File: src/rtl/seven_seg_bank_pkg.sv
// Shared seven-segment types, the active-low hex glyph table and its lookup.
// Segment bit order is a..g from bit 6 down to bit 0.
package seven_seg_pkg;

   typedef logic [6:0] seg_t;

   localparam seg_t SEG_BLANK = 7'b1111111;

   localparam seg_t SEG_HEX [16] = '{
      7'b0000001, 7'b1001111, 7'b0010010, 7'b0000110,
      7'b1001100, 7'b0100100, 7'b0100000, 7'b0001111,
      7'b0000000, 7'b0000100, 7'b0000010, 7'b1100000,
      7'b0110001, 7'b1000010, 7'b0110000, 7'b0111000
   };

   function automatic seg_t hex_to_seg(input logic [3:0] i_nibble);
      return SEG_HEX[i_nibble];
   endfunction

endpackage

File: src/rtl/seven_seg_bank_if.sv
// Display bank bus: the producer drives value/strobe/controls, the bank drives pins.
// load is a single-cycle capture strobe with no ready; the bank always accepts it.
interface seven_seg_bank_if #(
   parameter int DIGITS = 4
);
   logic                  enable;
   logic                  load;
   logic [4*DIGITS-1:0]   value;
   logic [DIGITS-1:0]     dp_in;
   logic [DIGITS-1:0]     blink_mask;
   logic                  lz_suppress;
   logic [7*DIGITS-1:0]   segments;
   logic [DIGITS-1:0]     dots;
   logic                  blink_phase;

   modport master (
      output enable, load, value, dp_in, blink_mask, lz_suppress,
      input  segments, dots, blink_phase
   );

   modport slave (
      input  enable, load, value, dp_in, blink_mask, lz_suppress,
      output segments, dots, blink_phase
   );
endinterface

File: src/rtl/seven_seg_blink_timer.sv
// Free-running half-period counter; blink_phase flips each time it wraps.
// Phase starts visible (1) out of reset.
module seven_seg_blink_timer #(
   parameter int CLK_HZ   = 50000000,
   parameter int BLINK_HZ = 2
) (
   input  logic clk,
   input  logic rst,
   output logic o_blink_phase
);
   localparam int HALF = (BLINK_HZ > 0) ? CLK_HZ / (2 * BLINK_HZ) : 0;
   localparam int CW   = (HALF > 1) ? $clog2(HALF) : 1;

   if (HALF < 1) begin : g_bad_half
      $error("seven_seg_blink_timer: CLK_HZ/(2*BLINK_HZ) must be at least 1");
   end

   logic [CW-1:0] r_count;
   logic          r_phase;

   always_ff @(posedge clk) begin
      if (rst) begin
         r_count <= '0;
         r_phase <= 1'b1;
      end else if (r_count == CW'(HALF - 1)) begin
         r_count <= '0;
         r_phase <= ~r_phase;
      end else begin
         r_count <= r_count + 1'b1;
      end
   end

   assign o_blink_phase = r_phase;

endmodule

File: src/rtl/seven_seg_bank.sv
// Multi-digit hex display driver: holding registers, leading-zero suppression,
// per-digit blink and decimal points, registered pin outputs.
module seven_seg_bank
   import seven_seg_pkg::*;
#(
   parameter int DIGITS     = 4,
   parameter int CLK_HZ     = 50000000,
   parameter int BLINK_HZ   = 2,
   parameter int ACTIVE_LOW = 1
) (
   input  logic              clk,
   input  logic              rst,
   seven_seg_bank_if.slave   bus
);
   if (DIGITS < 1 || DIGITS > 8) begin : g_bad_digits
      $error("seven_seg_bank: DIGITS must be 1..8");
   end

   // XOR mask that turns the active-low glyphs into the board polarity.
   localparam seg_t POL = (ACTIVE_LOW != 0) ? 7'b0000000 : 7'b1111111;

   logic [4*DIGITS-1:0] r_value;
   logic [DIGITS-1:0]   r_dp;
   logic [DIGITS-1:0]   r_blink;
   logic [7*DIGITS-1:0] r_segments;
   logic [DIGITS-1:0]   r_dots;

   logic                w_phase;
   logic [DIGITS-1:0]   w_run;
   logic [DIGITS-1:0]   w_lz;
   logic [DIGITS-1:0]   w_blank;
   logic [7*DIGITS-1:0] w_seg_next;
   logic [DIGITS-1:0]   w_dot_next;

   seven_seg_blink_timer #(
      .CLK_HZ   (CLK_HZ),
      .BLINK_HZ (BLINK_HZ)
   ) u_timer (
      .clk           (clk),
      .rst           (rst),
      .o_blink_phase (w_phase)
   );

   always_ff @(posedge clk) begin
      if (rst) begin
         r_value <= '0;
         r_dp    <= '0;
         r_blink <= '0;
      end else if (bus.load) begin
         r_value <= bus.value;
         r_dp    <= bus.dp_in;
         r_blink <= bus.blink_mask;
      end
   end

   for (genvar g = 0; g < DIGITS; g++) begin : g_digit
      logic [3:0] w_nibble;
      logic       w_zero;

      assign w_nibble = r_value[g*4 +: 4];
      assign w_zero   = (w_nibble == 4'd0) && !r_dp[g];

      // w_run[g]: this digit and every digit above it are blank-able zeros.
      if (g == DIGITS - 1) begin : g_top
         assign w_run[g] = w_zero;
      end else begin : g_lower
         assign w_run[g] = w_zero & w_run[g+1];
      end

      if (g == 0) begin : g_units
         assign w_lz[g] = 1'b0;
      end else begin : g_upper
         assign w_lz[g] = bus.lz_suppress & w_run[g];
      end

      assign w_blank[g] = ~bus.enable | (r_blink[g] & ~w_phase);

      assign w_seg_next[g*7 +: 7] =
         ((w_blank[g] | w_lz[g]) ? SEG_BLANK : hex_to_seg(w_nibble)) ^ POL;

      assign w_dot_next[g] = ~(r_dp[g] & ~w_blank[g]) ^ POL[0];
   end

   always_ff @(posedge clk) begin
      if (rst) begin
         r_segments <= {DIGITS{SEG_BLANK ^ POL}};
         r_dots     <= {DIGITS{~POL[0]}};
      end else begin
         r_segments <= w_seg_next;
         r_dots     <= w_dot_next;
      end
   end

   assign bus.segments    = r_segments;
   assign bus.dots        = r_dots;
   assign bus.blink_phase = w_phase;

endmodule

File: src/flat_wrapper.sv
// flat-port wrapper written by rule: the top's interface ports become plain ports
module seven_seg_bank_flat import seven_seg_pkg::*;
#(
   parameter int DIGITS     = 4,
   parameter int CLK_HZ     = 50000000,
   parameter int BLINK_HZ   = 2,
   parameter int ACTIVE_LOW = 1
)
  (clk, rst, bus_enable, bus_load, bus_value, bus_dp_in, bus_blink_mask, bus_lz_suppress, bus_segments, bus_dots, bus_blink_phase);
  seven_seg_bank_if #(.DIGITS(DIGITS)) bus_i ();
  input  logic clk;
  input  logic rst;
  input wire logic [$bits(bus_i.enable)-1:0] bus_enable;
  input wire logic [$bits(bus_i.load)-1:0] bus_load;
  input wire logic [$bits(bus_i.value)-1:0] bus_value;
  input wire logic [$bits(bus_i.dp_in)-1:0] bus_dp_in;
  input wire logic [$bits(bus_i.blink_mask)-1:0] bus_blink_mask;
  input wire logic [$bits(bus_i.lz_suppress)-1:0] bus_lz_suppress;
  output wire logic [$bits(bus_i.segments)-1:0] bus_segments;
  output wire logic [$bits(bus_i.dots)-1:0] bus_dots;
  output wire logic [$bits(bus_i.blink_phase)-1:0] bus_blink_phase;
  assign bus_i.enable = bus_enable;
  assign bus_i.load = bus_load;
  assign bus_i.value = bus_value;
  assign bus_i.dp_in = bus_dp_in;
  assign bus_i.blink_mask = bus_blink_mask;
  assign bus_i.lz_suppress = bus_lz_suppress;
  assign bus_segments = bus_i.segments;
  assign bus_dots = bus_i.dots;
  assign bus_blink_phase = bus_i.blink_phase;
  seven_seg_bank #(.DIGITS(DIGITS), .CLK_HZ(CLK_HZ), .BLINK_HZ(BLINK_HZ), .ACTIVE_LOW(ACTIVE_LOW)) u_core (.clk(clk), .rst(rst), .bus(bus_i));
endmodule
File: config.mk
export PLATFORM = sky130hd
export DESIGN_NAME = seven_seg_bank_flat
export DESIGN_NICKNAME = d
export VERILOG_FILES = /design/src/rtl/seven_seg_bank_pkg.sv /design/src/rtl/seven_seg_bank_if.sv /design/src/rtl/seven_seg_blink_timer.sv /design/src/rtl/seven_seg_bank.sv /design/src/flat_wrapper.sv
export SDC_FILE = /design/constraint.sdc
export NUM_CORES = 1
export LEC_CHECK = 0
export ABC_AREA = 1
export ABC_CLOCK_PERIOD_IN_PS = 4700
export CORE_ASPECT_RATIO = 2
export CORE_UTILIZATION = 42
export DETAILED_ROUTE_END_ITERATION = 8
export GPL_ROUTABILITY_DRIVEN = 0
export PLACE_DENSITY = 0.65
export SLEW_MARGIN = 20
export SYNTH_ARGS = -nofsm -noshare
export SYNTH_HDL_FRONTEND = slang
export SYNTH_SLANG_ARGS = --single-unit
File: constraint.sdc
create_clock -name clk -period 4.7 [get_ports clk]
set_clock_uncertainty 0.2 [all_clocks]
set_input_delay 0.94 -clock clk [delete_from_list [all_inputs] [get_ports clk]]
set_output_delay 0.94 -clock clk [all_outputs]
set_load 0.05 [all_outputs]
==> results by group <==
Setup path
  – CP startpoint: u_core.u_timer.o_blink_phase
  – CP cell instances: clkdlybuf4s50_1
  – Reg2reg path depth: 6
  – CP Class: reg2out
  – Worst Setup End Kind: output port
  – Number of buffers and inverters on the critical path: 1
  – Setup crit start kind: flop
  – Critical path depth in cells: 1
  – R2R Path Start: u_core.u_timer.r_count[0]
  – Max FO, Critical Path: 3
  – CP delay by family, top: buffers and inverters
  – Data arrival time of the critical path: 1.53 ns
  – Critical path's largest stage delay: 0.82 ns
  – Critical Path RT: 3.56 ns
  – CP max stage cell: clkdlybuf4s50_1

Die
  – Starting Density: 0.437
  – # rows: 48
  – Die Height: 136 um
  – DIE WIDTH: 69.0 um
  – Die area: 0.00940 sq mm
  – Core Area: 0.00865 sq mm
  – Ports: 62

Detailed routing
  – Met3 wire length: 273 um
  – DR WL met2: 5170 um
  – Post-DRT Antenna Nets: 0
  – Via-per-instance ratio: 5.20
  – WL per Instance: 13.5 um
  – Final wirelength: 9090 um
  – Residual DRC: 0
  – Highest metal used: met4
  – DRT Pass-1 Iters: 4
  – Metal-1 WL: 3270 um
  – Initial DRC count: 107
  – Vias: 3495

Hold path
  – Hold-critical path depth: 1
  – Worst Hold Launch: u_core.r_dp[0]
  – Hold Crit Class: reg2reg

Synth
  – Synth unique cells: 35
  – Synth warn: 0
  – Mapped Avg Cell Area: 7.45 sq um
  – Post-synthesis sequential area ratio: 0.429
  – Syn Inst Count: 507
  – Post-synthesis register bit count: 81
  – Syn Nets: 558
  – Post-Syn Area: 0.00378 sq mm

Clock network
  – Clk buf depth: 2
  – Post-CTS Setup Bufs: 0
  – Worst-path clk slew: 0.06 ns
  – H-tree levels: 3
  – # clock sinks: 81
  – CTS tree: done
  – Post-CTS Hold Buffers: 0
  – Worst-Skew Late Latency: 0.34 ns
  – CTS root buf: clkbuf_16
  – Resize count post-CTS: 0
  – TritonCTS Buffers: 9

Flow run
  – Max-cap violations: 0

GRT
  – Largest net degree at the start of global routing: 41
  – Total GRT Usage: 0.201
  – Vias in the first global route: 3406
  – First-pass GRT wire length: 14800 um
  – Initial antenna violation count: 0
  – Total gr overflow: 0

Status
  – Status: finished clean

STA
  – Max Clk Rate: 374 MHz
  – Final Critical Period: 2.67 ns
  – Worst rel slew slack: 0.318
  – RSZ-0062 raised after global routing: no
  – Final period util: 0.568
  – Final hold violations: 0
  – Max Slew Vio Count: 0
  – Slew @ Worst Pin: 1.02 ns
  – Final Setup Violations: 0
  – Setup_tns: 0 ns

Pwr
  – Leakage Power: 1.79 nW
  – Pwr/cell area: 356 mW/mm^2
  – VDD IR max: 0.224 mV

Layout
  – Finished Layout Cells: 672
  – Antenna diodes: 0
  – Net count, final: 618
  – Layout area overhead: 25.9%
  – Layout cells sized above 1: 0.0629
  – Fillers: 833

Placement
  – Cells after DPL: 656
  – Dpl hpwl: 6990 um
  – Port Buffers: 61
flip-flops by register name, indices dropped and copies added, names as in the netlist:
| signal | count |
|---|---|
| u_core.bus.segments | 28 |
| u_core.r_blink | 4 |
| u_core.u_timer.o_blink_phase | 1 |
| u_core.r_value | 16 |
| u_core.r_dp | 4 |
| u_core.bus.dots | 4 |
| u_core.u_timer.r_count | 24 |
final timing paths:
check | slack (ns) | endpoint
worst min register to register | 0.19 | u_core.bus.dots[0]
worst max-delay path | 2.03 | bus_blink_phase
worst max register to register | 2.62 | u_core.u_timer.r_count[16]
worst min-delay path | 0.19 | u_core.bus.dots[0]
routing by layer:
layer	track usage	up-vias
met5	0	-
met1	0.182	1593
met4	0.118	0
met3	0.0378	30
met2	0.400	86
li1	-	1786
layout by cell type, fill, tap and decap left out, types with 3 or more instances in the layout:
cell type | synthesis | final
nand2_1 | 98 | 98
dfxtp_1 | 81 | 81
nor2_1 | 72 | 72
clkdlybuf4s50_1 | 0 | 61
o21ai_0 | 51 | 51
a21oi_1 | 45 | 45
inv_1 | 41 | 41
nand3_1 | 31 | 31
ha_1 | 22 | 22
clkbuf_16 | 0 | 9
nor2_2 | 6 | 6
o211ai_1 | 6 | 6
nand4_1 | 5 | 5
xor2_1 | 5 | 5
clkinv_4 | 0 | 5
nand2_2 | 4 | 4
xnor2_1 | 4 | 4
inv_2 | 3 | 3
Yosys cell counts:
| library cell | n | area (sq um) |
|---|---|---|
| a211o_1 | 1 | 8.76 |
| nor2_1 | 72 | 270 |
| xnor2_1 | 4 | 35.0 |
| nand3_2 | 2 | 20.0 |
| and3_1 | 1 | 6.26 |
| nand4_2 | 1 | 12.5 |
| dfxtp_1 | 81 | 1620 |
| o21a_1 | 1 | 7.51 |
| ha_1 | 22 | 275 |
| and2_1 | 1 | 6.26 |
| nor3_2 | 1 | 10.0 |
| xor2_1 | 5 | 43.8 |
| a211oi_1 | 2 | 15.0 |
| o21ai_0 | 51 | 255 |
| o311ai_1 | 1 | 8.76 |
| inv_2 | 3 | 11.3 |
| nand4_1 | 5 | 31.3 |
| o311ai_0 | 1 | 8.76 |
| clkbuf_1 | 8 | 30.0 |
| clkinv_1 | 2 | 7.51 |
| buf_6 | 2 | 22.5 |
| a31oi_1 | 1 | 6.26 |
| nand2_1 | 98 | 368 |
| buf_2 | 2 | 10.0 |
| o22ai_1 | 1 | 6.26 |
| nor2_2 | 6 | 37.5 |
| nor3b_1 | 1 | 7.51 |
| a21oi_1 | 45 | 225 |
| nand3b_1 | 1 | 7.51 |
| or2_2 | 2 | 12.5 |
| o211ai_1 | 6 | 45.0 |
| inv_1 | 41 | 154 |
| nand2_2 | 4 | 25.0 |
| nand3_1 | 31 | 155 |
| a21oi_2 | 1 | 8.76 |
metrics by stage:
stage	worst slack (ns)	area, sq um	hold slack (ns)	util	total power [mW]
final	2.03	4760	0.188	0.550	1.69
after global routing	1.77	4760	0.216	0.550	1.77
after CTS	1.98	4760	0.187	0.550	1.71
after detailed placement	1.62	4450	0.179	0.514	1.01
after global placement	1.70	4450	0.177	0.514	1.00
after floorplan	2.70	3780	0.163	-	0.919
logic make-up (layout without fill, tap and decap cells):
family,after synthesis,after routing,share of synthesized area
AO/OA/AOI/OAI,111,111,0.158
XOR/XNOR,9,9,0.0209
adder cells (fa/ha/maj),22,22,0.0729
buffers and inverters,58,123,0.0623
flip-flops,81,81,0.429
AND/OR/NAND/NOR,226,226,0.257
layout make-up:
| class | instances | area [sq um] | area share |
|---|---|---|---|
| Clock buffer | 9 | 225 | 0.0474 |
| Clock inverter | 7 | 81.3 | 0.0171 |
| Inverter | 46 | 173 | 0.0363 |
| Multi-Input combinational cell | 368 | 1920 | 0.404 |
| Sequential cell | 81 | 1620 | 0.341 |
| Tap cell | 100 | 125 | 0.0263 |
| Timing Repair Buffer | 61 | 611 | 0.128 |
power by group:
part | switching [mW] | leakage [nW] | internal, mW
logic | 0.154 | 0.981 | 0.0900
registers | 0.0273 | 0.666 | 0.721
clock network | 0.284 | 0.146 | 0.415
Note: power is estimated with default switching activity, not from simulation.
